--- config.mk ---
export PLATFORM = sky130hd
export DESIGN_NAME = mem_stage_ctrl
export DESIGN_NICKNAME = d
export VERILOG_FILES = /design/src/rtl/mem_stage_ctrl.sv
export SDC_FILE = /design/constraint.sdc
export NUM_CORES = 1
export LEC_CHECK = 0
export ABC_CLOCK_PERIOD_IN_PS = 3080
export CORE_AREA = 2 2 123 125
export CTS_CLUSTER_SIZE = 16
export DETAILED_ROUTE_END_ITERATION = 12
export DIE_AREA = 0 0 125 127
export PLACE_DENSITY = 0.71
export SYNTH_ARGS = -nofsm -noshare
export SYNTH_HDL_FRONTEND = slang
export SYNTH_SLANG_ARGS = --single-unit
--- constraint.sdc ---
create_clock -name clk -period 3.08 [get_ports clk]
set_clock_uncertainty 0.2 [all_clocks]
set_input_delay 0.462 -clock clk [delete_from_list [all_inputs] [get_ports clk]]
set_output_delay 0.462 -clock clk [all_outputs]
set_load 0.01 [all_outputs]
--- src/rtl/mem_stage_ctrl.sv ---
// Memory-stage controller: data-memory port, stack pointer and registered MEM/WB outputs.
// 32-bit PC push/pop runs as two 16-bit stack accesses with a one-cycle stall.
//
// state   | meaning
// IDLE    | single-cycle op, or first half of a PC push/pop (stall high)
// PUSHPC2 | writing PC low half at sp-1
// POPPC2  | reading PC high half at sp+2
module mem_stage_ctrl #(
    parameter int ADDR_W   = 11,
    parameter int SP_RESET = (1 << ADDR_W) - 1
) (
    input  logic              clk,
    input  logic              rst_n,
    input  logic [15:0]       ALU_result_mem,
    input  logic [15:0]       Rs_data_mem,
    input  logic [2:0]        Rd_mem,
    input  logic              memRead_mem,
    input  logic              memWrite_mem,
    input  logic              regWrite_mem,
    input  logic              push_mem,
    input  logic              pop_mem,
    input  logic              pushPc_mem,
    input  logic              popPc_mem,
    input  logic              pushCCR_mem,
    input  logic              popCCR_mem,
    input  logic [31:0]       pcBeforeInterrupt_mem,
    input  logic [3:0]        ccr_in,
    output logic [ADDR_W-1:0] dmem_addr,
    output logic [15:0]       dmem_wdata,
    output logic              dmem_we,
    output logic              dmem_re,
    input  logic [15:0]       dmem_rdata,
    output logic              stall,
    output logic [15:0]       wb_data,
    output logic [2:0]        wb_rd,
    output logic              wb_regWrite,
    output logic [31:0]       pc_restore,
    output logic              pc_restore_valid,
    output logic [3:0]        ccr_restore,
    output logic              ccr_restore_valid,
    output logic [ADDR_W-1:0] sp
);

    typedef enum logic [1:0] {IDLE, PUSHPC2, POPPC2} state_t;

    localparam logic [ADDR_W-1:0] SP_INIT = SP_RESET[ADDR_W-1:0];
    localparam logic [ADDR_W-1:0] ONE     = 1;
    localparam logic [ADDR_W-1:0] TWO     = 2;

    state_t            state;
    logic [ADDR_W-1:0] sp_q;
    logic [15:0]       pc_lo_q;

    logic is_pushpc, is_poppc, is_pushccr, is_popccr, is_push, is_pop, is_memw, is_memr;
    logic [ADDR_W-1:0] addr_c;
    logic [15:0]       wdata_c;
    logic              we_c, re_c, stall_c, wb_from_mem_c;

    assign sp = sp_q;

    // One operation per instruction; lower-priority flags are dropped.
    always_comb begin
        is_pushpc  = 1'b0;
        is_poppc   = 1'b0;
        is_pushccr = 1'b0;
        is_popccr  = 1'b0;
        is_push    = 1'b0;
        is_pop     = 1'b0;
        is_memw    = 1'b0;
        is_memr    = 1'b0;
        if (pushPc_mem)        is_pushpc  = 1'b1;
        else if (popPc_mem)    is_poppc   = 1'b1;
        else if (pushCCR_mem)  is_pushccr = 1'b1;
        else if (popCCR_mem)   is_popccr  = 1'b1;
        else if (push_mem)     is_push    = 1'b1;
        else if (pop_mem)      is_pop     = 1'b1;
        else if (memWrite_mem) is_memw    = 1'b1;
        else if (memRead_mem)  is_memr    = 1'b1;
    end

    always_comb begin
        addr_c        = ALU_result_mem[ADDR_W-1:0];
        wdata_c       = Rs_data_mem;
        we_c          = 1'b0;
        re_c          = 1'b0;
        stall_c       = 1'b0;
        wb_from_mem_c = 1'b0;
        case (state)
            IDLE: begin
                if (is_pushpc) begin
                    addr_c  = sp_q;
                    wdata_c = pcBeforeInterrupt_mem[31:16];
                    we_c    = 1'b1;
                    stall_c = 1'b1;
                end else if (is_poppc) begin
                    addr_c  = sp_q + ONE;
                    re_c    = 1'b1;
                    stall_c = 1'b1;
                end else if (is_pushccr) begin
                    addr_c  = sp_q;
                    wdata_c = {12'b0, ccr_in};
                    we_c    = 1'b1;
                end else if (is_popccr) begin
                    addr_c  = sp_q + ONE;
                    re_c    = 1'b1;
                end else if (is_push) begin
                    addr_c  = sp_q;
                    we_c    = 1'b1;
                end else if (is_pop) begin
                    addr_c        = sp_q + ONE;
                    re_c          = 1'b1;
                    wb_from_mem_c = 1'b1;
                end else if (is_memw) begin
                    we_c = 1'b1;
                end else if (is_memr) begin
                    re_c          = 1'b1;
                    wb_from_mem_c = 1'b1;
                end
            end
            PUSHPC2: begin
                addr_c  = sp_q - ONE;
                wdata_c = pcBeforeInterrupt_mem[15:0];
                we_c    = 1'b1;
            end
            POPPC2: begin
                addr_c = sp_q + TWO;
                re_c   = 1'b1;
            end
            default: ;
        endcase
    end

    // Strobes are gated by reset so an aborted sequence cannot write.
    assign dmem_addr  = addr_c;
    assign dmem_wdata = wdata_c;
    assign dmem_we    = we_c & rst_n;
    assign dmem_re    = re_c & rst_n;
    assign stall      = stall_c & rst_n;

    always_ff @(posedge clk or negedge rst_n) begin
        if (!rst_n) begin
            state             <= IDLE;
            sp_q              <= SP_INIT;
            pc_lo_q           <= '0;
            wb_data           <= '0;
            wb_rd             <= '0;
            wb_regWrite       <= 1'b0;
            pc_restore        <= '0;
            pc_restore_valid  <= 1'b0;
            ccr_restore       <= '0;
            ccr_restore_valid <= 1'b0;
        end else begin
            pc_restore_valid  <= 1'b0;
            ccr_restore_valid <= 1'b0;
            wb_rd             <= Rd_mem;
            wb_regWrite       <= regWrite_mem & ~stall_c;
            wb_data           <= wb_from_mem_c ? dmem_rdata : ALU_result_mem;
            case (state)
                IDLE: begin
                    if (is_pushpc) begin
                        state <= PUSHPC2;
                    end else if (is_poppc) begin
                        pc_lo_q <= dmem_rdata;
                        state   <= POPPC2;
                    end else if (is_pushccr || is_push) begin
                        sp_q <= sp_q - ONE;
                    end else if (is_popccr || is_pop) begin
                        sp_q <= sp_q + ONE;
                    end
                    if (is_popccr) begin
                        ccr_restore       <= dmem_rdata[3:0];
                        ccr_restore_valid <= 1'b1;
                    end
                end
                PUSHPC2: begin
                    sp_q  <= sp_q - TWO;
                    state <= IDLE;
                end
                POPPC2: begin
                    pc_restore       <= {dmem_rdata, pc_lo_q};
                    pc_restore_valid <= 1'b1;
                    sp_q             <= sp_q + TWO;
                    state            <= IDLE;
                end
                default: state <= IDLE;
            endcase
        end
    end

endmodule

== Word-level counts from Yosys, hierarchy flattened ==
Index checks and enable logic that the tools add are counted.
Widths: inputs -> output; s select.

* Bits in registers: 87
* Bits of input ports: 98
* Output and inout port bits: 99
* Word-level logic and storage cells: 117

* Add/subtract/negate cells: 4
* Equal/unequal tests: 6
* Mux-type cells: 84
* Bitwise operators: 6
* Reduce and logical (&&, ||, !) cells: 7

{| class="wikitable"
|+ Operators with widths
! cell !! count
|-
| $mux 11 || 10
|-
| $pmux 11 s3 || 2
|-
| $mux 16 || 4
|-
| $mux 1 || 62
|-
| $pmux 16 s2 || 1
|-
| $add 11x1->11 const B || 1
|-
| $add 11x2->11 const B || 1
|-
| $sub 11x1->11 const B || 1
|-
| $sub 11x2->11 const B || 1
|-
| $mux 2 || 3
|-
| $ne 3x3->1 const B || 2
|-
| $and 1x1->1 || 4
|-
| $ne 2x2->1 const B || 2
|-
| $pmux 1 s2 || 2
|-
| $reduce_and 4->1 || 1
|-
| $reduce_and 3->1 || 1
|-
| $reduce_bool 3->1 || 1
|-
| $eq 2x1->1 const B || 1
|-
| $eq 2x2->1 const B || 1
|-
| $logic_not 2->1 || 1
|-
| $logic_or 1x1->1 || 2
|-
| $not 1->1 || 2
|-
| $reduce_and 2->1 || 1
|}

== Depth between registers and ports, before layout ==
Gate-level depths: netlist of the first run.

* Depth in word-level cells: 18
* Depth in mapped cells: 8
* Gate-level depth less buffers: 7

== Worst setup path after synthesis of the first run ==
OpenSTA, ideal clock, no wires.

* Path type: register to output
* Start: register sp_q[1], in the netlist sp[1]
* End: output dmem_addr[7]
* Arrival time: 2.091 ns
* Data required time: 2.418 ns
* Slack: 0.327 ns
* Stages on the path, launching flop included: 9
* Path buffers: 1
* Cell sequence: dfstp_2 > clkbuf_1 > inv_1 > ha_1 > a21bo_2 > nor3_1 > xnor2_1 > a21oi_1 > o221ai_1

* Word-level cells in the longest chain between the ends: 8
* Elaborated cells on any way between the ends: 10
* Those cells by class: 3 x add/sub; 7 x mux

{| class="wikitable"
|+ Ends and longest elaborated chain
! element !! line !! source
|-
| from (decl) || 51 || <nowiki>logic [ADDR_W-1:0] sp_q;</nowiki>
|-
| from (signal assigned) || 166 || <nowiki>sp_q <= sp_q - ONE;</nowiki>
|-
| from (signal assigned) || 168 || <nowiki>sp_q <= sp_q + ONE;</nowiki>
|-
| from (signal assigned) || 176 || <nowiki>sp_q <= sp_q - TWO;</nowiki>
|-
| $add 11x1->11 || 96, 104, 110 ||
|-
| $mux 11 || 109 || <nowiki>end else if (is_pop) begin</nowiki>
|-
| $mux 11 || 106 || <nowiki>end else if (is_push) begin</nowiki>
|-
| $mux 11 || 103 || <nowiki>end else if (is_popccr) begin</nowiki>
|-
| $mux 11 || 99 || <nowiki>end else if (is_pushccr) begin</nowiki>
|-
| $mux 11 || 95 || <nowiki>end else if (is_poppc) begin</nowiki>
|-
| $mux 11 || 90 || <nowiki>if (is_pushpc) begin</nowiki>
|-
| $pmux 11 s3 (*) || 88 || <nowiki>case (state)</nowiki>
|-
| to (decl) || 28 || <nowiki>output logic [ADDR_W-1:0] dmem_addr,</nowiki>
|}

Every way passes the cells marked *; elsewhere a longest branch is shown, timed or not.

== Final worst setup path of the first run ==
* Start: register sp_q[2], in the netlist sp[2]
* End: output dmem_addr[3]

The elaborated chain is that of the path after synthesis.

==> metrics.md, run 1 <==
| Metric | Value |
|---|---|
| Logic gate share of total power | `0.563` |
| Synth Cell Area | `5682 um2` |
| Critical-path top delay cell | `dfstp_2` |
| DRC violations left | `0` |
| Via count | `5946` |
| Fill cells | `approximately 1.2k` |
| Placed Area | `approximately 8300 um2` |
| Largest net degree at the start of global routing | `35` |
| DRT antenna net count | `0` |
| Clock Latency Late Sink | `~0.36 ns` |
| F_max | `between 300 and 400 MHz` |
| Req. time, crit path | `around 2.4 ns` |
| Avg Cell Area, Syn | `between 9 and 10 um2` |
| Pleak | `between 3 and 4 nW` |
| Sequential share of the synthesized area | `0.3856` |
| Critical path, cell by cell | `inv_1 -> ha_1 -> a21bo_2 -> buf_4 -> a21oi_1 -> a21oi_2 -> o31a_1 -> dlygate4sd2_1` |
| Synth Warn # | `0` |
| WP data arrival | `roughly 2.4 ns` |
| Post-synth top area share | `0.3347` |
| IO Pins | `197` |
| Net count after synthesis | `684` |
| Main synth FF type | `dfrtp_1` |
| P_sw | `0.002729 W` |
| EDFF count, synth | `0` |
| WL/cell | `~20 um` |
| First-pass GRT wire length | `31880 um` |
| Vias in the first global route | `between 5k and 6k` |
| WL final | `just over 20000 um` |
| Row cnt | `44` |
| WS Path Type | `reg2out` |
| GR Util All Layers | `0.2524` |
| TritonCTS Sinks | `a little under 90` |
| Count leader, synth | `dfrtp_1` |
| Ranking of synthesized cells by area | `dfrtp_1 (33%), mux2_2 (14%), dfstp_2 (5.1%), nand2_1 (3.2%), mux2i_1 (3.0%)` |
| Initial antenna violation count | `1` |
| Internal Power | `about 0.0043 W` |
| Pins Over Slew Limit | `0` |
| Sequential cell area | `about 2200 um2` |
| Clock root cell | `clkbuf_16` |
| Register share of total power | `0.270` |
| Die boundary width | `approximately 130 um` |
| Crit. End Element | `output port` |
| RSZ-0062 raised after global routing | `yes` |
| Critical path fanouts, max | `3` |
| Area occupied by multi-input gates | `3368 um2` |
| Post-DP HPWL | `between 15000 and 20000 um` |
| Worst-case clock buffer depth | `2` |
| Synth area leader | `dfrtp_1` |
| Synth top cells by count | `dfrtp_1 (76), mux2_2 (69), nand2_1 (49)` |
| Min Tclk post-route | `roughly 3.1 ns` |
| H-tree Lvls | `3` |
| Die Ht | `~130 um` |
| Layout area overhead | `60.34%` |
| Number of distinct library cells after synthesis | `just under 70` |
| Tcrit/Tclk final | `0.9978` |
| Syn Inst Count | `~580` |
| Final setup vio count | `0` |
| Initial core utilization | `0.3939` |
| Startpoint Class | `flip-flop` |
| Avg Vias per Cell | `approximately 5.7` |
| Slowest stage delay, CP | `0.59 ns` |
| Outcome | `finished, final reports clean` |
| TritonCTS clock tree | `built` |
| DR pass1 iterations | `6` |
| Asr flop ratio synth | `1.000` |
| # port buffers | `a little under 200` |
| Final Hold Vio Count | `0` |
| Pre-CTS WS | `-0.4721 ns` |
| Sw frac | `0.3867` |
| Max_cap viols | `0` |
| Maximum vdd ir drop | `between 0.4 and 0.5 mV` |
| Clk pwr share | `0.167` |
| CTS clk-pin slew, worst paths | `~0.08 ns` |
| Die area | `around 16000 um2` |
| Tightest Pin Transition | `between 0.4 and 0.5 ns` |
| Gpl congestion | `between 0.9 and 1` |
| Power per cell area | `774.7 nW/um2` |
| Post-route worst setup slack | `0.006690 ns` |
| Hold crit path type | `reg2reg` |
| Core Area | `between 10000 and 15000 um2` |
| #FFs+latches synth | `87` |
| Max transition margin | `0.6864` |
| Layout cells sized above 1 | `0.3237` |
| Nets | `about 970` |
| Number of DRC markers in iteration 0 | `roughly 510` |
| Total grt overflow | `0` |
| Design Area, Final | `9110 um2` |
| CTS Buf Count | `9` |
## critical path, delay by kind of cell, from the launching register on
| family | cells | cell delay [ns] |
|---|---|---|
| compound gates | 4 | 0.76 |
| fa+ha+maj | 1 | 0.20 |
| buf+inv | 3 | 0.51 |
| flops | 1 | 0.59 |
## layout by cell type, fill, tap and decap left out, drive strengths merged, types with 11 or more instances in the layout
| cell | instances |
|---|---|
| a21oi | 30 |
| a222oi | 15 |
| buf | 124 |
| clkbuf | 11 |
| clkdlybuf4s50 | 163 |
| dfrtp | 76 |
| dfstp | 11 |
| dlygate4sd2 | 14 |
| inv | 33 |
| mux2 | 69 |
| mux2i | 17 |
| nand2 | 51 |
| nand3 | 14 |
| nor2 | 24 |
| nor2b | 11 |
| nor3 | 16 |
| o21ai | 26 |
| xnor2 | 19 |
## registers in the layout, indices dropped and copies added (netlist names)
name and cells:
ccr_restore_valid 1, wb_regWrite 1, pc_restore_valid 1, sp 11, wb_rd 3, ccr_restore 4
state 2, pc_lo_q 16, wb_data 16, pc_restore 32
## stage by stage
stage	setup TNS [ns]	util	hold WS (ns)	power (W)	std cells
finish	0	0.6316	0.3063	0.007057	1050
CTS	-0.1062	0.6160	0.3065	0.006910	1033
global placement	-9.736	0.5775	0.2178	0.005537	1000
global route	-0.4393	0.6316	0.3175	0.007447	1050
detailed placement	-11.32	0.5775	0.2228	0.005621	1000
floorplan	0	-	-0.03359	0.003761	577
## kinds of logic (layout without fill, tap and decap cells)
kind of cell             count (synthesis)  count (layout)  synth area share
AO/OA/AOI/OAI                          148             148            0.1931
other                                    0               1                 0
buffers and inverters                   74             362           0.05835
XOR/XNOR                                27              27           0.04162
multiplexers                            86              86            0.1667
flip-flops                              87              87            0.3856
AND/OR/NAND/NOR                        146             146            0.1348
adder cells (fa/ha/maj)                  9               9           0.01982
## layout make-up
type | count | share of cell area
Antenna cell | 1 | 0.0002747
Clock buffer | 9 | 0.02472
Clock inverter | 7 | 0.01071
Inverter | 31 | 0.01277
Multi-Input combinational cell | 416 | 0.3697
Sequential cell | 87 | 0.2405
Tap cell | 184 | 0.02527
Timing Repair Buffer | 315 | 0.3160
## what timing repair did
| action | in CTS | in global routing |
|---|---|---|
| setup buffers | 15 | 16 |
| gates resized for setup | 74 | 42 |
| hold buffers | 1 | 0 |
| setup endpoints to repair | 29 | 21 |
| hold endpoints to repair | 28 | 0 |
| pin swaps | 7 | 9 |
| cloned | 1 | 0 |
## final timing paths
check / startpoint / endpoint / slack, ns / depth (start not counted)
worst min-delay path: pc_lo_q[4] / pc_lo_q[4] / 0.31 / 1
min in group asynchronous: rst_n / pc_restore[29] / 0.38 / 2
worst min register to register: pc_lo_q[4] / pc_lo_q[4] / 0.31 / 1
worst max register to register: sp[2] / sp[5] / 0.05 / 18
worst max-delay path: sp[2] / dmem_addr[3] / 0.007 / 8
max in group asynchronous: rst_n / sp[10] / 1.48 / 3
## metal layers
layer,wire length [um],share of wire,track usage
met3,1705,0.083,0.06784
met1,8163,0.40,0.3050
met5,0,0,0
met2,10160,0.49,0.4322
met4,589,0.029,0.09739
## power by group through the flow
stage,Combinational (W),Sequential [W],Clock [W]
floorplan,0.00179,0.00197,0
global placement,0.00364,0.00189,0
detailed placement,0.00371,0.00191,0
CTS,0.00381,0.00189,0.00121
global route,0.00426,0.00195,0.00124
finish,0.00397,0.00190,0.00118
(Power assumes the default switching activity.)
==> run 2, diff against run 1 <==
--- a/config.mk
+++ b/config.mk
@@ -11,6 +11,7 @@
 export DETAILED_ROUTE_END_ITERATION = 12
 export DIE_AREA = 0 0 125 127
 export PLACE_DENSITY = 0.71
+export SKIP_LAST_GASP = 1
 export SYNTH_ARGS = -nofsm -noshare
 export SYNTH_HDL_FRONTEND = slang
 export SYNTH_SLANG_ARGS = --single-unit
==> run 2 against run 1 <==
Net effect:
- the run now ends with negative setup slack left
- register-to-register slack worse by 0.04 ns
- via count increased by 1.0%
- combinational power about the same
- utilization down 0.16 points
- sequential share of layout area grew 0.060 points
- critical path depth unchanged
- global-route usage shrank 0.054 points
- setup slack worse by 0.010 ns
- total power grew 0.13%
- count of clock-buffer cells in the layout stayed put
- highest routed layer unchanged
==> metrics.md, run 2 (synthesis results as in run 1) <==
| Metric | Value |
|---|---|
| Avg Vias per Cell | `5.721 (+1.0%)` |
| Vias in the first global route | `5919 (+0.12%)` |
| First-pass GRT wire length | `31840 um (-0.15%)` |
| Commonest non-fill, non-tap cell in the layout | `clkdlybuf4s50_1` |
| Startpoint Class | `flip-flop` |
| Final setup TNS | `-0.005372 ns (-0.005372 ns)` |
| Critical-path top delay cell | `dfstp_2` |
| Clock Latency Late Sink | `0.36 ns (about the same)` |
| Total power | `0.007067 W (+0.13%)` |
| Pre-CTS WS | `-0.4721 ns (unchanged)` |
| # port buffers | `196 (unchanged)` |
| Min Tclk post-route | `3.084 ns (+0.01030 ns)` |
| Critical path, cell by cell | `inv_1 -> ha_1 -> a21bo_2 -> buf_4 -> a21oi_1 -> a21oi_2 -> o31a_1 -> dlygate4sd2_1` |
| Cells after DPL | `1000 (unchanged)` |
| Final Instance Count excl. Fillers | `1050 (unchanged)` |
| Violated checks | `negative setup slack` |
| Top reg by flops | `pc_restore` |
| Clock root cell | `clkbuf_16` |
| GR Util All Layers | `0.2519 (-0.0005397)` |
| Max FFs per register | `32 (unchanged)` |
| Req. time, crit path | `2.42 ns (about the same)` |
| Maximum vdd ir drop | `0.4737 mV (about the same)` |
| Gpl congestion | `0.9112 (unchanged)` |
| Hold crit path type | `reg2reg` |
| Die Ht | `127 um (unchanged)` |
| DR pass1 iterations | `7 (+1)` |
| Initial core utilization | `0.3939 (unchanged)` |
| Post-DP HPWL | `15270 um (unchanged)` |
| Worst-case clock buffer depth | `2 (unchanged)` |
| Register share of total power | `0.270 (about the same)` |
| Post-route worst setup slack | `-0.003614 ns (-0.01030 ns)` |
| Total grt overflow | `0 (unchanged)` |
| Highest-count cells in the layout ignoring fill and taps | `clkdlybuf4s50_1 (163), buf_4 (110), dfrtp_1 (76)` |
| Die boundary width | `125 um (unchanged)` |
| Worst Path Buf+Inv | `3 (unchanged)` |
| Logic gate share of total power | `0.563 (about the same)` |
| Core Area | `14420 um2 (unchanged)` |
| Final setup vio count | `2 (+2)` |
| Number of DRC markers in iteration 0 | `717 (+39%)` |
| Top Registers | `pc_restore x32, pc_lo_q x16, wb_data x16` |
| Row cnt | `44 (unchanged)` |
| H-tree Lvls | `3 (unchanged)` |
| Pins Over Slew Limit | `0 (unchanged)` |
| Final core occ | `0.6300 (-0.001562)` |
| Via count | `6007 (+1.0%)` |
| TritonCTS Sinks | `87 (unchanged)` |
| Die area | `15880 um2 (unchanged)` |
| WL final | `20780 um (+0.77%)` |
| Layout cells sized above 1 | `0.3179 (-0.005780)` |
| IO Pins | `197 (unchanged)` |
| Layout area overhead | `59.94%` |
| Tightest Pin Transition | `0.4721 ns (+0.003359 ns)` |
| WL/cell | `19.79 um (+0.77%)` |
| RSZ-0062 raised after global routing | `yes` |
| Initial antenna violation count | `1 (unchanged)` |
| DRC violations left | `0 (unchanged)` |
| Nets | `967 (unchanged)` |
| Top Family by Delay on Critical Path | `compound AO/OA/AOI/OAI gates` |
| Crit. End Element | `output port` |
| Sw frac | `0.3869 (about the same)` |
| Max transition margin | `0.6842 (-0.002248)` |
| Critical path fanouts, max | `3 (unchanged)` |
| Power per cell area | `777.6 nW/um2 (+0.38%)` |
| Internal Power | `0.004332 W (about the same)` |
| WP data arrival | `2.42 ns (about the same)` |
| F_max | `324.3 MHz (-0.33%)` |
| TritonCTS clock tree | `built` |
| Largest net degree at the start of global routing | `35 (unchanged)` |
| Final Hold Vio Count | `0 (unchanged)` |
| Clk pwr share | `0.168 (about the same)` |
| Pleak | `3.903 nW (about the same)` |
| CTS clk-pin slew, worst paths | `0.08 ns (about the same)` |
| Tcrit/Tclk final | `1.001 (+0.003345)` |
| Slowest stage delay, CP | `0.59 ns (about the same)` |
| P_sw | `0.002734 W (+0.20%)` |
| Max_cap viols | `0 (unchanged)` |
| CTS Buf Count | `9 (unchanged)` |
| Outcome | `complete, but fails checks` |
| WS Path Type | `reg2out` |
| DRT antenna net count | `0 (unchanged)` |
| Fill cells | `1206 (-0.33%)` |
[run 2: cell count changes in the layout (fill, tap and decap cells not counted), sizes merged]
cell,delta
dlymetal6s2s,+1
clkdlybuf4s15,-1
[run 2: repair_timing]
action / CTS / global route
resized for setup: 68 / 39
hold buffers: 1 / 0
setup buffers: 15 / 16
hold endpoints to repair: 28 / 0
gates cloned: 1 / 0
pin swaps: 7 / 8
setup endpoints to repair: 29 / 22
[run 2: per-stage QoR]
step	instance area, um2	hold WS [ns]
final	9087	0.3060
after global routing	9087	0.3175
after CTS	8865	0.3065
after detailed placement	8329	0.2228
after global placement	8329	0.2178
after floorplan	5682	-0.03359
[run 2: worst reg2reg max path, stage by stage (launching register included)]
cell	delay, ns
dfstp_2	0.59
ha_4	0.17
buf_4	0.12
nand4_1	0.12
buf_4	0.17
buf_4	0.12
buf_4	0.12
buf_4	0.12
buf_4	0.12
buf_4	0.12
buf_4	0.12
buf_4	0.12
buf_4	0.12
buf_4	0.12
buf_4	0.12
xnor2_1	0.11
nand2_1	0.06
o21ai_0	0.08
o221ai_1	0.17
[run 2: layer usage]
metal / routed length, um / share of wire / global-route usage
met3: 1860 / 0.090 / 0.06658
met5: 0 / 0 / 0
met1: 8054 / 0.39 / 0.3052
met4: 567 / 0.027 / 0.1033
met2: 10290 / 0.50 / 0.4281
[run 2: layout make-up]
type	instances	area, um2	area share
antenna	1	2.502	0.0002754
clock buffer	9	225.2	0.02478
clock inverter	7	97.59	0.01074
inverter	31	116.4	0.01280
multi-input combinational	416	3347	0.3683
sequential	87	2191	0.2411
tap	184	230.2	0.02533
timing repair buffer	315	2878	0.3167
[run 2: worst paths after layout]
kind	start	end	slack, ns	cells after the start
max in group asynchronous	rst_n	sp[10]	1.48	3
hold reg to reg	pc_lo_q[4]	pc_lo_q[4]	0.31	1
setup / recovery	sp[2]	dmem_addr[3]	-0.004	8
min in group asynchronous	rst_n	pc_restore[29]	0.38	2
setup reg to reg	sp[2]	sp[5]	0.01	18
hold / removal	pc_lo_q[4]	pc_lo_q[4]	0.31	1
[run 2: power groups by stage]
stage | Clock, W | Sequential [W] | Combinational (W)
floorplan | 0 | 0.00197 | 0.00179
global placement | 0 | 0.00189 | 0.00364
detailed placement | 0 | 0.00191 | 0.00371
CTS | 0.00121 | 0.00189 | 0.00380
global route | 0.00124 | 0.00195 | 0.00426
finish | 0.00119 | 0.00191 | 0.00398
==> run 3, diff against run 2 <==
--- a/config.mk
+++ b/config.mk
@@ -7,6 +7,7 @@
 export LEC_CHECK = 0
 export ABC_CLOCK_PERIOD_IN_PS = 3080
 export CORE_AREA = 2 2 123 125
+export CTS_CLUSTER_DIAMETER = 150
 export CTS_CLUSTER_SIZE = 16
 export DETAILED_ROUTE_END_ITERATION = 12
 export DIE_AREA = 0 0 125 127
==> results of run 3 <==
The final DEF is identical to that of run 2; final timing and power are the same.
